### config.mk
export PLATFORM = sky130hd
export DESIGN_NAME = fifo_burst_reader_flat
export DESIGN_NICKNAME = d
export VERILOG_FILES = /design/src/rtl/fifo_burst_reader_if.sv /design/src/rtl/fifo_burst_reader.sv /design/src/flat_wrapper.sv
export SDC_FILE = /design/constraint.sdc
export NUM_CORES = 1
export LEC_CHECK = 0
export ABC_AREA = 1
export CORE_UTILIZATION = 45
export DETAILED_ROUTE_END_ITERATION = 7
export GPL_ROUTABILITY_DRIVEN = 1
export GPL_TIMING_DRIVEN = 0
export HOLD_SLACK_MARGIN = 0.02
export PLACE_DENSITY_LB_ADDON = 0.05
export SYNTH_ARGS = -nofsm -noshare
export SYNTH_HDL_FRONTEND = slang
export SYNTH_SLANG_ARGS = --single-unit
### constraint.sdc
create_clock -name clk -period 3.6 [get_ports clk]
set_input_delay 0.54 -clock clk [delete_from_list [all_inputs] [get_ports clk]]
set_output_delay 0.54 -clock clk [all_outputs]
set_load 0.02 [all_outputs]
### src/rtl/fifo_burst_reader_if.sv
// Handshake bundle between the burst reader, its request source, the peek FIFO and the sink.
// Latency: n/a (wires only). Backpressure: m_ready from the sink, fifo_empty from the FIFO.
// Modport master is the reader itself; slave is the surrounding environment.
interface fifo_burst_reader_if #(
    parameter int DATAW = 64,
    parameter int LENW  = 8
);
    logic             req_valid;
    logic [LENW-1:0]  req_len;
    logic             req_ready;
    logic [DATAW-1:0] fifo_odata;
    logic             fifo_empty;
    logic             fifo_pop;
    logic             m_valid;
    logic [DATAW-1:0] m_data;
    logic             m_last;
    logic             m_ready;
    logic             done;
    logic             err;
    logic [LENW-1:0]  beats_sent;

    modport master (
        input  req_valid, req_len, fifo_odata, fifo_empty, m_ready,
        output req_ready, fifo_pop, m_valid, m_data, m_last, done, err, beats_sent
    );

    modport slave (
        output req_valid, req_len, fifo_odata, fifo_empty, m_ready,
        input  req_ready, fifo_pop, m_valid, m_data, m_last, done, err, beats_sent
    );
endinterface

### src/rtl/fifo_burst_reader.sv
// Pops a requested number of words from a peek FIFO onto a registered valid/ready stream with last flag.
// Latency: word on m_data one cycle after its pop; done one cycle after last-beat handshake.
// Backpressure: output register holds while m_valid&!m_ready; optional WATCHDOG_EN aborts stalled bursts.
module fifo_burst_reader #(
    parameter int DATAW   = 64,
    parameter int LENW    = 8,
    parameter int TIMEOUT = 1024,
    parameter int TOW     = $clog2(TIMEOUT + 1)
) (
    input  logic                 clk,
    input  logic                 rst,
    fifo_burst_reader_if.master  bus
);
    typedef enum logic [1:0] {S_IDLE, S_BURST, S_FLUSH, S_DONE} state_t;

    state_t           r_state;
    logic [LENW-1:0]  r_len;
    logic [LENW-1:0]  r_pops;
    logic [LENW-1:0]  r_beats;
    logic [DATAW-1:0] r_m_data;
    logic             r_m_valid;
    logic             r_m_last;
    logic             r_done;
    logic             r_err;
    logic             r_req_ready;

    logic             w_pop;
    logic             w_hs;
    logic             w_final_pop;
    logic             w_abort;

    if (TOW < $clog2(TIMEOUT + 1)) begin : g_tow_check
        $error("TOW too narrow for TIMEOUT");
    end

    assign w_hs        = r_m_valid & bus.m_ready;
    // Gated by rst so a reset landing mid-burst never advances the FIFO head.
    assign w_pop       = !rst && (r_state == S_BURST) && !bus.fifo_empty &&
                         (r_pops < r_len) && (!r_m_valid || bus.m_ready);
    assign w_final_pop = (r_pops == r_len - 1'b1);

`ifdef WATCHDOG_EN
    logic [TOW-1:0] r_wd;

    assign w_abort = ((r_state == S_BURST) || (r_state == S_FLUSH)) &&
                     !w_pop && !w_hs && (r_wd == TOW'(TIMEOUT - 1));

    always_ff @(posedge clk) begin
        if (rst || w_pop || w_hs || !((r_state == S_BURST) || (r_state == S_FLUSH)))
            r_wd <= '0;
        else
            r_wd <= r_wd + 1'b1;
    end
`else
    assign w_abort = 1'b0;
`endif

    always_ff @(posedge clk) begin
        if (rst) begin
            r_state     <= S_IDLE;
            r_len       <= '0;
            r_pops      <= '0;
            r_beats     <= '0;
            r_m_data    <= '0;
            r_m_valid   <= 1'b0;
            r_m_last    <= 1'b0;
            r_done      <= 1'b0;
            r_err       <= 1'b0;
            r_req_ready <= 1'b1;
        end else begin
            r_done <= 1'b0;
            r_err  <= 1'b0;
            case (r_state)
                S_IDLE: begin
                    if (bus.req_valid) begin
                        r_req_ready <= 1'b0;
                        r_len       <= bus.req_len;
                        r_pops      <= '0;
                        r_beats     <= '0;
                        if (bus.req_len == '0) begin
                            r_state <= S_DONE;
                            r_done  <= 1'b1;
                        end else begin
                            r_state <= S_BURST;
                        end
                    end
                end
                S_BURST: begin
                    if (w_hs)
                        r_beats <= r_beats + 1'b1;
                    if (w_abort) begin
                        r_m_valid <= 1'b0;
                        r_m_last  <= 1'b0;
                        r_state   <= S_DONE;
                        r_done    <= 1'b1;
                        r_err     <= 1'b1;
                    end else if (w_pop) begin
                        r_m_data  <= bus.fifo_odata;
                        r_m_valid <= 1'b1;
                        r_m_last  <= w_final_pop;
                        r_pops    <= r_pops + 1'b1;
                        if (w_final_pop)
                            r_state <= S_FLUSH;
                    end else if (w_hs) begin
                        r_m_valid <= 1'b0;
                    end
                end
                S_FLUSH: begin
                    if (w_abort) begin
                        r_m_valid <= 1'b0;
                        r_m_last  <= 1'b0;
                        r_state   <= S_DONE;
                        r_done    <= 1'b1;
                        r_err     <= 1'b1;
                    end else if (w_hs) begin
                        r_beats   <= r_beats + 1'b1;
                        r_m_valid <= 1'b0;
                        r_m_last  <= 1'b0;
                        r_state   <= S_DONE;
                        r_done    <= 1'b1;
                    end
                end
                default: begin
                    r_state     <= S_IDLE;
                    r_req_ready <= 1'b1;
                end
            endcase
        end
    end

    assign bus.req_ready  = r_req_ready;
    assign bus.fifo_pop   = w_pop;
    assign bus.m_valid    = r_m_valid;
    assign bus.m_data     = r_m_data;
    assign bus.m_last     = r_m_last;
    assign bus.done       = r_done;
    assign bus.err        = r_err;
    assign bus.beats_sent = r_beats;
endmodule

### src/flat_wrapper.sv
// flat-port wrapper written by rule: the top's interface ports become plain ports
module fifo_burst_reader_flat 
#(
    parameter int DATAW   = 64,
    parameter int LENW    = 8,
    parameter int TIMEOUT = 1024,
    parameter int TOW     = $clog2(TIMEOUT + 1)
)
  (clk, rst, bus_req_valid, bus_req_len, bus_fifo_odata, bus_fifo_empty, bus_m_ready, bus_req_ready, bus_fifo_pop, bus_m_valid, bus_m_data, bus_m_last, bus_done, bus_err, bus_beats_sent);
  fifo_burst_reader_if #(.DATAW(DATAW), .LENW(LENW)) bus_i ();
  input  logic clk;
  input  logic rst;
  input wire logic [$bits(bus_i.req_valid)-1:0] bus_req_valid;
  input wire logic [$bits(bus_i.req_len)-1:0] bus_req_len;
  input wire logic [$bits(bus_i.fifo_odata)-1:0] bus_fifo_odata;
  input wire logic [$bits(bus_i.fifo_empty)-1:0] bus_fifo_empty;
  input wire logic [$bits(bus_i.m_ready)-1:0] bus_m_ready;
  output wire logic [$bits(bus_i.req_ready)-1:0] bus_req_ready;
  output wire logic [$bits(bus_i.fifo_pop)-1:0] bus_fifo_pop;
  output wire logic [$bits(bus_i.m_valid)-1:0] bus_m_valid;
  output wire logic [$bits(bus_i.m_data)-1:0] bus_m_data;
  output wire logic [$bits(bus_i.m_last)-1:0] bus_m_last;
  output wire logic [$bits(bus_i.done)-1:0] bus_done;
  output wire logic [$bits(bus_i.err)-1:0] bus_err;
  output wire logic [$bits(bus_i.beats_sent)-1:0] bus_beats_sent;
  assign bus_i.req_valid = bus_req_valid;
  assign bus_i.req_len = bus_req_len;
  assign bus_i.fifo_odata = bus_fifo_odata;
  assign bus_i.fifo_empty = bus_fifo_empty;
  assign bus_i.m_ready = bus_m_ready;
  assign bus_req_ready = bus_i.req_ready;
  assign bus_fifo_pop = bus_i.fifo_pop;
  assign bus_m_valid = bus_i.m_valid;
  assign bus_m_data = bus_i.m_data;
  assign bus_m_last = bus_i.m_last;
  assign bus_done = bus_i.done;
  assign bus_err = bus_i.err;
  assign bus_beats_sent = bus_i.beats_sent;
  fifo_burst_reader #(.DATAW(DATAW), .LENW(LENW), .TIMEOUT(TIMEOUT), .TOW(TOW)) u_core (.clk(clk), .rst(rst), .bus(bus_i));
endmodule
Word level (Yosys, flattened, before mapping)

Cells that the tools add are included.

Input port bits: 77
Output and inout bits: 78
Register bits: 94

Magnitude comparators: 1
Bitwise gates (word level): 2
Muxes and demuxes: 23
$add $sub $neg: 3
Reductions and logical operators: 21
Equal/unequal tests: 8

Operators with widths:

| cell                                                   | count |
|---|---|
| case mux 8 bit (2 select lines)                        | 2 |
| two-way mux 8 bit                                      | 3 |
| adder 8 x 1 -> 8 bit (second input constant)           | 2 |
| two-way mux 2 bit                                      | 5 |
| AND reduction 3 bit                                    | 3 |
| equality test 8 bit                                    | 1 |
| zero test 8 bit                                        | 1 |
| < comparator 8 bit                                     | 1 |
| two-way mux 1 bit                                      | 8 |
| case mux 1 bit (2 select lines)                        | 4 |
| subtractor 8 x 1 -> 8 bit (second input constant)      | 1 |
| inequality test 2 x 1 -> 1 bit (second input constant) | 3 |
| case mux 2 bit (3 select lines)                        | 1 |
| AND reduction 2 bit                                    | 3 |
| nonzero test 2 bit                                     | 3 |
| logical AND 1 bit                                      | 4 |
| inequality test 2 bit (second input constant)          | 2 |
| AND reduction 4 bit                                    | 1 |
| zero test 1 bit                                        | 3 |
| equality test 2 x 1 -> 1 bit (second input constant)   | 1 |
| equality test 2 bit (second input constant)            | 1 |
| zero test 2 bit                                        | 1 |
| OR reduction 2 bit                                     | 1 |
| bitwise AND 1 bit                                      | 1 |
| other kinds (2)                                        | 2 |

Depth between registers and ports, before layout

Gate-level depths: netlist of run 1.

Depth after elaboration: 7
Gate-level depth with buffers: 15
Mapped depth without buffers: 15

Least setup slack after synthesis of run 1

No wires, ideal clock.

Path kind: flip-flop to output port
Start: register u_core.r_len[5]
End: output port bus_fifo_pop
Data required time: 3060 ps
Slack: 1715 ps
Arrival time: 1345 ps
Cell stages (with the launch flop): 9
Path through: dfxtp_1 -> inv_1 -> ha_1 -> nand2_1 -> a21oi_1 -> nor2_2 -> nand3_2 -> inv_2 -> buf_2

Cells in the longest elaborated chain, start to end: 3

RTL lines:

| element                | line                    | RTL |
|---|---|---|
| from (decl)            | fifo_burst_reader.sv:17 | `logic [LENW-1:0] r_len;` |
| from (signal assigned) | fifo_burst_reader.sv:77 | `r_len <= bus.req_len;` |
| < comparator 8 bit     | fifo_burst_reader.sv:39 | `(r_pops < r_len) && (!r_m_valid \|\| bus.m_ready);` |
| logical AND 1 bit      | fifo_burst_reader.sv:38 | `assign w_pop = !rst && (r_state == S_BURST) && !bus.fifo_empty &&` |
| logical AND 1 bit      | fifo_burst_reader.sv:39 |  |
| to (decl)              | flat_wrapper.sv:19      | `output wire logic [$bits(bus_i.fifo_pop)-1:0] bus_fifo_pop;` |

Every way passes these cells.

Worst setup path in the final report of run 1

Start: register u_core.r_len[3]
End: output port bus_fifo_pop

The elaborated chain is that of the path after synthesis.

==> results of run 1 <==
-- cells in the mapped netlist, types with 3 or more instances --
cell type | n | area share (%)
buf_6 | 7 | 1.9
a21oi_1 | 90 | 11
nand4_1 | 5 | 0.75
ha_1 | 15 | 4.5
xor2_1 | 5 | 1.0
nand3_1 | 14 | 1.7
nor3_1 | 3 | 0.36
buf_2 | 9 | 1.1
xnor2_1 | 3 | 0.63
o21bai_1 | 3 | 0.54
nor4_1 | 3 | 0.45
nor2_2 | 4 | 0.60
nand2_1 | 187 | 17
nor2_1 | 31 | 2.8
clkbuf_1 | 10 | 0.89
o21ai_1 | 3 | 0.36
o21ai_0 | 13 | 1.5
dfxtp_1 | 94 | 45
inv_2 | 5 | 0.45
inv_1 | 41 | 3.7
-- final timing paths --
kind | from | to | slack, ps | depth (start not counted)
max | u_core.r_len[3]$_SDFFE_PP0P_ | bus_fifo_pop | 510 | 9
min | u_core.bus.m_data[27]$_SDFFE_PP0P_ | u_core.bus.m_data[27]$_SDFFE_PP0P_ | 470 | 2
max reg2reg | u_core.r_len[3]$_SDFFE_PP0P_ | u_core.bus.m_data[23]$_SDFFE_PP0P_ | 1580 | 12
min reg2reg | u_core.bus.m_data[27]$_SDFFE_PP0P_ | u_core.bus.m_data[27]$_SDFFE_PP0P_ | 470 | 2
-- logic make-up after synthesis --
logic type / after synthesis / synth area share, %
AO/OA/AOI/OAI: 114 / 14.0
XOR/XNOR: 9 / 2.21
adder cells (fa/ha/maj): 15 / 4.47
buffers and inverters: 75 / 8.44
flip-flops: 94 / 44.8
other: 1 / 0.0893
AND/OR/NAND/NOR: 260 / 25.9
-- placed cells by master (no fill, tap or decap), drive strengths merged, types with 4 or more instances in the layout --
| cell type | netlist | final |
|---|---|---|
| buf | 18 | 18 |
| a21oi | 90 | 90 |
| clkdlybuf4s50 | 0 | 153 |
| inv | 46 | 49 |
| dfxtp | 94 | 94 |
| nand3 | 16 | 16 |
| xor2 | 5 | 5 |
| nor2 | 36 | 36 |
| nand2 | 189 | 189 |
| o21ai | 17 | 17 |
| nand4 | 5 | 5 |
| ha | 15 | 15 |
| nor3 | 4 | 4 |
| clkbuf | 11 | 21 |
-- worst max-delay path, stage by stage, from the launching register on --
cell and delay (ps):
dfxtp_1 370, inv_1 100, ha_1 300, a21oi_1 150, nand2_1 90, nand2_1 110
nand3_2 130, inv_2 100, buf_2 210, clkdlybuf4s50_1 630
-- final cells by class --
cell class | instances | area (um2) | share of cell area [%]
multi-input cells | 399 | 1960 | 32.3
flip-flops and latches | 94 | 1880 | 31.0
repair buffers | 153 | 1530 | 25.2
plain buffers | 29 | 181 | 2.99
inverters | 46 | 173 | 2.84
well taps | 108 | 135 | 2.23
clock buffers | 10 | 128 | 2.10
clock inverters | 6 | 77.6 | 1.28
-- report_power, final --
part / internal (mW) / total [mW] / switching, mW
logic: 0.467 / 1.08 / 0.614
registers: 1.14 / 1.22 / 0.0738
clock network: 0.335 / 0.733 / 0.398
-- routing by layer --
layer	wire length (um)	vias to the layer above
li1	-	2142
met1	4680	1833
met2	5010	136
met3	819	29
met4	369	0
met5	0	-
-- state kept, by name (all words and copies together), names as in the netlist --
| signal | flops |
|---|---|
| u_core.bus.done | 1 |
| u_core.bus.beats_sent | 8 |
| u_core.r_len | 8 |
| u_core.bus.req_ready | 1 |
| u_core.r_state | 2 |
| u_core.r_pops | 8 |
| u_core.bus.m_valid | 1 |
| u_core.bus.m_last | 1 |
| u_core.bus.m_data | 64 |
==> out/metrics.cfg, run 1 <==
[placed_design]
routabilityCongestion=0.886
dp.final_hpwl_mm=8.26
pre_cts_ws_ps=589
dpl_cell_area_mm2=0.00586
io_buffer_count=153
place_inst=829

[cells_and_area]
area_delta_synth_final_pct=44.6
fin_util_pct=68.3
design_area_mm2=0.00607
layout-drive-gt1-share_pct=7.06
instances_no_fill=845
final_net_count=824
diodes=0
n_fill_cell=777

[timing]
hold_viol=0
relSlewSlack_pct=63.8
final_max_slew_viol_count=0
hold_slack_ps=467
finClkSkew_ps=12.7
setup_ws_ps=510
fin_crit_sh_pct=85.8
final.setup.tns_ps=0
worst_pin_slew_ps=540
grt_setup_unrepaired=false
period_needed_ps=3090
max_freq_mhz=324
setup_viol=0

[synthesis]
netlist_instances=568
synth_edf_count=0
synthArstFlopShare_pct=0
synth_cell_types=37
ys_ff_latch=94
yosys_warnings=0
ys_seq_area_share_pct=44.8
synthFlopType=dfxtp_1
synth_nets=660
syn_avg_cell_area_um2=7.39
synth_area_mm2=0.00420

[floorplan]
start_util_pct=47.2
ios=155
die_y_um=98.6
die_area_mm2=0.00972
core.rowCount=34
die_w_um=98.6
core_mm2=0.00889

[clocking]
path_clk_slew_ps=90
cts_resized=0
cts_root_buf=clkbuf_8
clk_latency_ps=360
hold_buffers=0
tritoncts=yes
numCtsBuffers=9
h-tree-depth=3
postCtsSetupRepairBufs=0
ctsLongestPathBuffers=2
clkSinkCount=94

[run]
max-cap-violations=0

[global_route]
globalRouteMet3Util_pct=7.23
use_met2_pct=37.3
grt_util_all_layers_pct=23.0
grt_pass1_wl_mm=18.1
overflow=0
grt-busiest-layer=met2
antenna_found_initial=0
grt_max_degree=18
use_met1_pct=27.6
grt_pass1_vias=3958

[critical_path]
worstSetupPathType=reg -> out
arrival_ps=2550
cp-end-kind=output port
path_max_fanout=10
cp_data_required_time_ps=3060
critPathLaunchType=flop

[power]
leakage_nw=2.28
p_total_mw=3.03
p_per_area_mw_per_mm2=500
irDropWorstVdd_mv=0.261

[min_path]
min_path_type=reg -> reg

[detailed_routing]
detail_route.wl_per_cell_um=12.9
drcViolationCount=0
vias_per_cell=4.90
first_pass_iters=5
vias=4140
ant_nets=0
totalWireLength_mm=10.9
drt_iter0_drc=110

[outcome]
status=finished clean

(Power assumes the default switching activity.)
==> run 2: changes to the inputs <==
- CTS_CLUSTER_DIAMETER: not set -> 100
- CTS_CLUSTER_SIZE: not set -> 40
==> results of run 2 <==
The final DEF is identical to that of run 1; final timing and power are the same.
==> run 3: changes to the inputs <==
- CORE_UTILIZATION: 45 -> 48
==> out/metrics.cfg, run 3 (same netlist as run 1, synthesis figures left out) <==
[outcome]
status=finished clean

[detailed_routing]
drcViolationCount=0  ; unchanged
ant_nets=0  ; unchanged
drt_iter0_drc=105  ; -4.5%
vias=4173  ; +0.80%
vias_per_cell=4.96  ; +1.2%
detail_route.wl_per_cell_um=13.2  ; +2.3%
totalWireLength_mm=11.1  ; +2.0%
first_pass_iters=4  ; -1

[run]
max-cap-violations=0  ; unchanged

[critical_path]
worstSetupPathType=reg -> out
critPathCapture=bus_fifo_pop
cpMostUsedCell=nand2_1
r2r-start=u_core.r_len[6]$_SDFFE_PP0P_
r2r_cells=10  ; -2
cpMaxStageDelayCell=clkdlybuf4s50_1
crit_start=u_core.r_len[2]$_SDFFE_PP0P_
worst_path_largest_cell_delay_ps=630  ; about the same
path_max_fanout=10  ; unchanged
cp_top_family=buffers and inverters
cp_data_required_time_ps=3060  ; about the same
critPathLaunchType=flop
crit_path_cell_trace=inv_1, ha_1, nand2_1, inv_1, nand2_1, nand2_1, nand2_1, nand3_2, inv_2, buf_2, clkdlybuf4s50_1
rr_endpoint=u_core.bus.m_data[12]$_SDFFE_PP0P_
path_depth=11  ; +2
cp-end-kind=output port
crit_buf_inv=5  ; +1
reg2reg_slack_ps=1560  ; -20 ps
arrival_ps=2490  ; -60 ps

[floorplan]
die_w_um=95.5  ; -3.1%
die_area_mm2=0.00912  ; -6.1%
core_mm2=0.00834  ; -6.2%
core.rowCount=33  ; -2.9%
ios=155  ; unchanged
start_util_pct=50.3  ; +3.1 points
die_y_um=95.5  ; -3.1%

[clocking]
ctsLongestPathBuffers=2  ; unchanged
cts_resized=0  ; unchanged
postCtsSetupRepairBufs=0  ; unchanged
numCtsBuffers=9  ; unchanged
cts_root_buf=clkbuf_8
hold_buffers=0  ; unchanged
clk_latency_ps=360  ; about the same
h-tree-depth=3  ; unchanged
path_clk_slew_ps=90  ; about the same
clkSinkCount=94  ; unchanged
tritoncts=yes

[global_route]
antenna_found_initial=0  ; unchanged
overflow=0  ; unchanged
grt_pass1_wl_mm=17.3  ; -4.2%
grt_max_degree=18  ; unchanged
grt_pass1_vias=3839  ; -3.0%
grt_util_all_layers_pct=24.3  ; +1.3 points

[timing]
period_needed_ps=3030  ; -59.3 ps
relSlewSlack_pct=60.4  ; -3.4 points
finClkSkew_ps=16.7  ; +3.99 ps
fin_crit_sh_pct=84.2  ; -1.6 points
hold_viol=0  ; unchanged
final_max_slew_viol_count=0  ; unchanged
worst_pin_slew_ps=594  ; +54.2 ps
setup_ws_ps=569  ; +59.3 ps
max_freq_mhz=330  ; +2.0%
grt_setup_unrepaired=false
final.setup.tns_ps=0  ; unchanged
setup_viol=0  ; unchanged

[placed_design]
routabilityCongestion=0.833  ; -6.0%
pre_cts_ws_ps=608  ; +19.4 ps
dp.final_hpwl_mm=8.53  ; +3.3%
io_buffer_count=153  ; unchanged
place_inst=826  ; -0.36%

[cells_and_area]
final_net_count=824  ; unchanged
final_common_cell=nand2_1
regArea_mm2=0.00188  ; unchanged
instances_no_fill=842  ; -0.36%
area_delta_synth_final_pct=43.9
fin_util_pct=72.4  ; +4.2 points
layout-drive-gt1-share_pct=7.06  ; unchanged
n_fill_cell=707  ; -9.0%
diodes=0  ; unchanged
final_cell_mix=nand2_1 (187), clkdlybuf4s50_1 (153), dfxtp_1 (94)
multiInputGateArea_mm2=0.00196  ; unchanged
largest_reg_flops=64  ; unchanged

[power]
irDropWorstVdd_mv=0.259  ; -0.75%
leakage_nw=2.26  ; -0.68%
p_per_area_mw_per_mm2=490  ; -1.9%
p_total_mw=2.96  ; -2.4%

[min_path]
min_path_type=reg -> reg
min_path_cells=2  ; unchanged

[run 3: metrics by stage]
stage | cell area, um2 | hold slack [ps]
CTS | 6040 | 470
floorplan | 4200 | 459
global placement | 5860 | 451
detailed placement | 5860 | 456
global route | 6040 | 489
finish | 6040 | 467
[run 3: per-layer routing]
metal  vias up  global-route usage [%]  routed length, um
met3        17                    6.62                899
li1       2149                       -                  -
met4         0                    8.71                194
met1      1888                    27.9               4510
met5         -                       0                  0
met2       119                    43.2               5500
[run 3: how the worst min path moves through the flow]
| stage | startpoint | endpoint | slack (ps) |
|---|---|---|---|
| finish | u_core.bus.m_data[54]$_SDFFE_PP0P_ | u_core.bus.m_data[54]$_SDFFE_PP0P_ | 470 |
| global route | u_core.bus.m_data[3]$_SDFFE_PP0P_ | u_core.bus.m_data[3]$_SDFFE_PP0P_ | 490 |
| CTS | u_core.bus.m_data[62]$_SDFFE_PP0P_ | u_core.bus.m_data[62]$_SDFFE_PP0P_ | 470 |
| detailed placement | u_core.bus.m_data[54]$_SDFFE_PP0P_ | u_core.bus.m_data[54]$_SDFFE_PP0P_ | 460 |
| global placement | u_core.bus.m_data[48]$_SDFFE_PP0P_ | u_core.bus.m_data[48]$_SDFFE_PP0P_ | 450 |
| floorplan | u_core.r_len[7]$_SDFFE_PP0P_ | u_core.r_len[7]$_SDFFE_PP0P_ | 460 |
[run 3: cell type report]
| class | count | area share (%) |
|---|---|---|
| Clock buffer | 10 | 2.11 |
| Sequential cell | 94 | 31.2 |
| Tap cell | 105 | 2.17 |
| Multi-Input combinational cell | 399 | 32.5 |
| Timing Repair Buffer | 153 | 25.4 |
| Clock inverter | 6 | 0.870 |
| Inverter | 46 | 2.86 |
| Buffer | 29 | 3.00 |
[run 3: worst register-to-register path, cell delays in order (launching register included)]
cell and delay, ps:
dfxtp_1 410, inv_1 90, ha_1 290, nand2_1 70, a21oi_1 170, nor2_2 70
nand3_2 130, buf_2 240, buf_2 240, nand2_1 90, a21oi_1 170
[run 3: power breakdown]
part	total (mW)	switching (mW)	internal [mW]	leakage [nW]
registers	1.22	0.0738	1.14	0.762
clock network	0.658	0.395	0.263	0.0854
logic	1.08	0.617	0.467	1.41
total	2.96	1.09	1.87	2.26
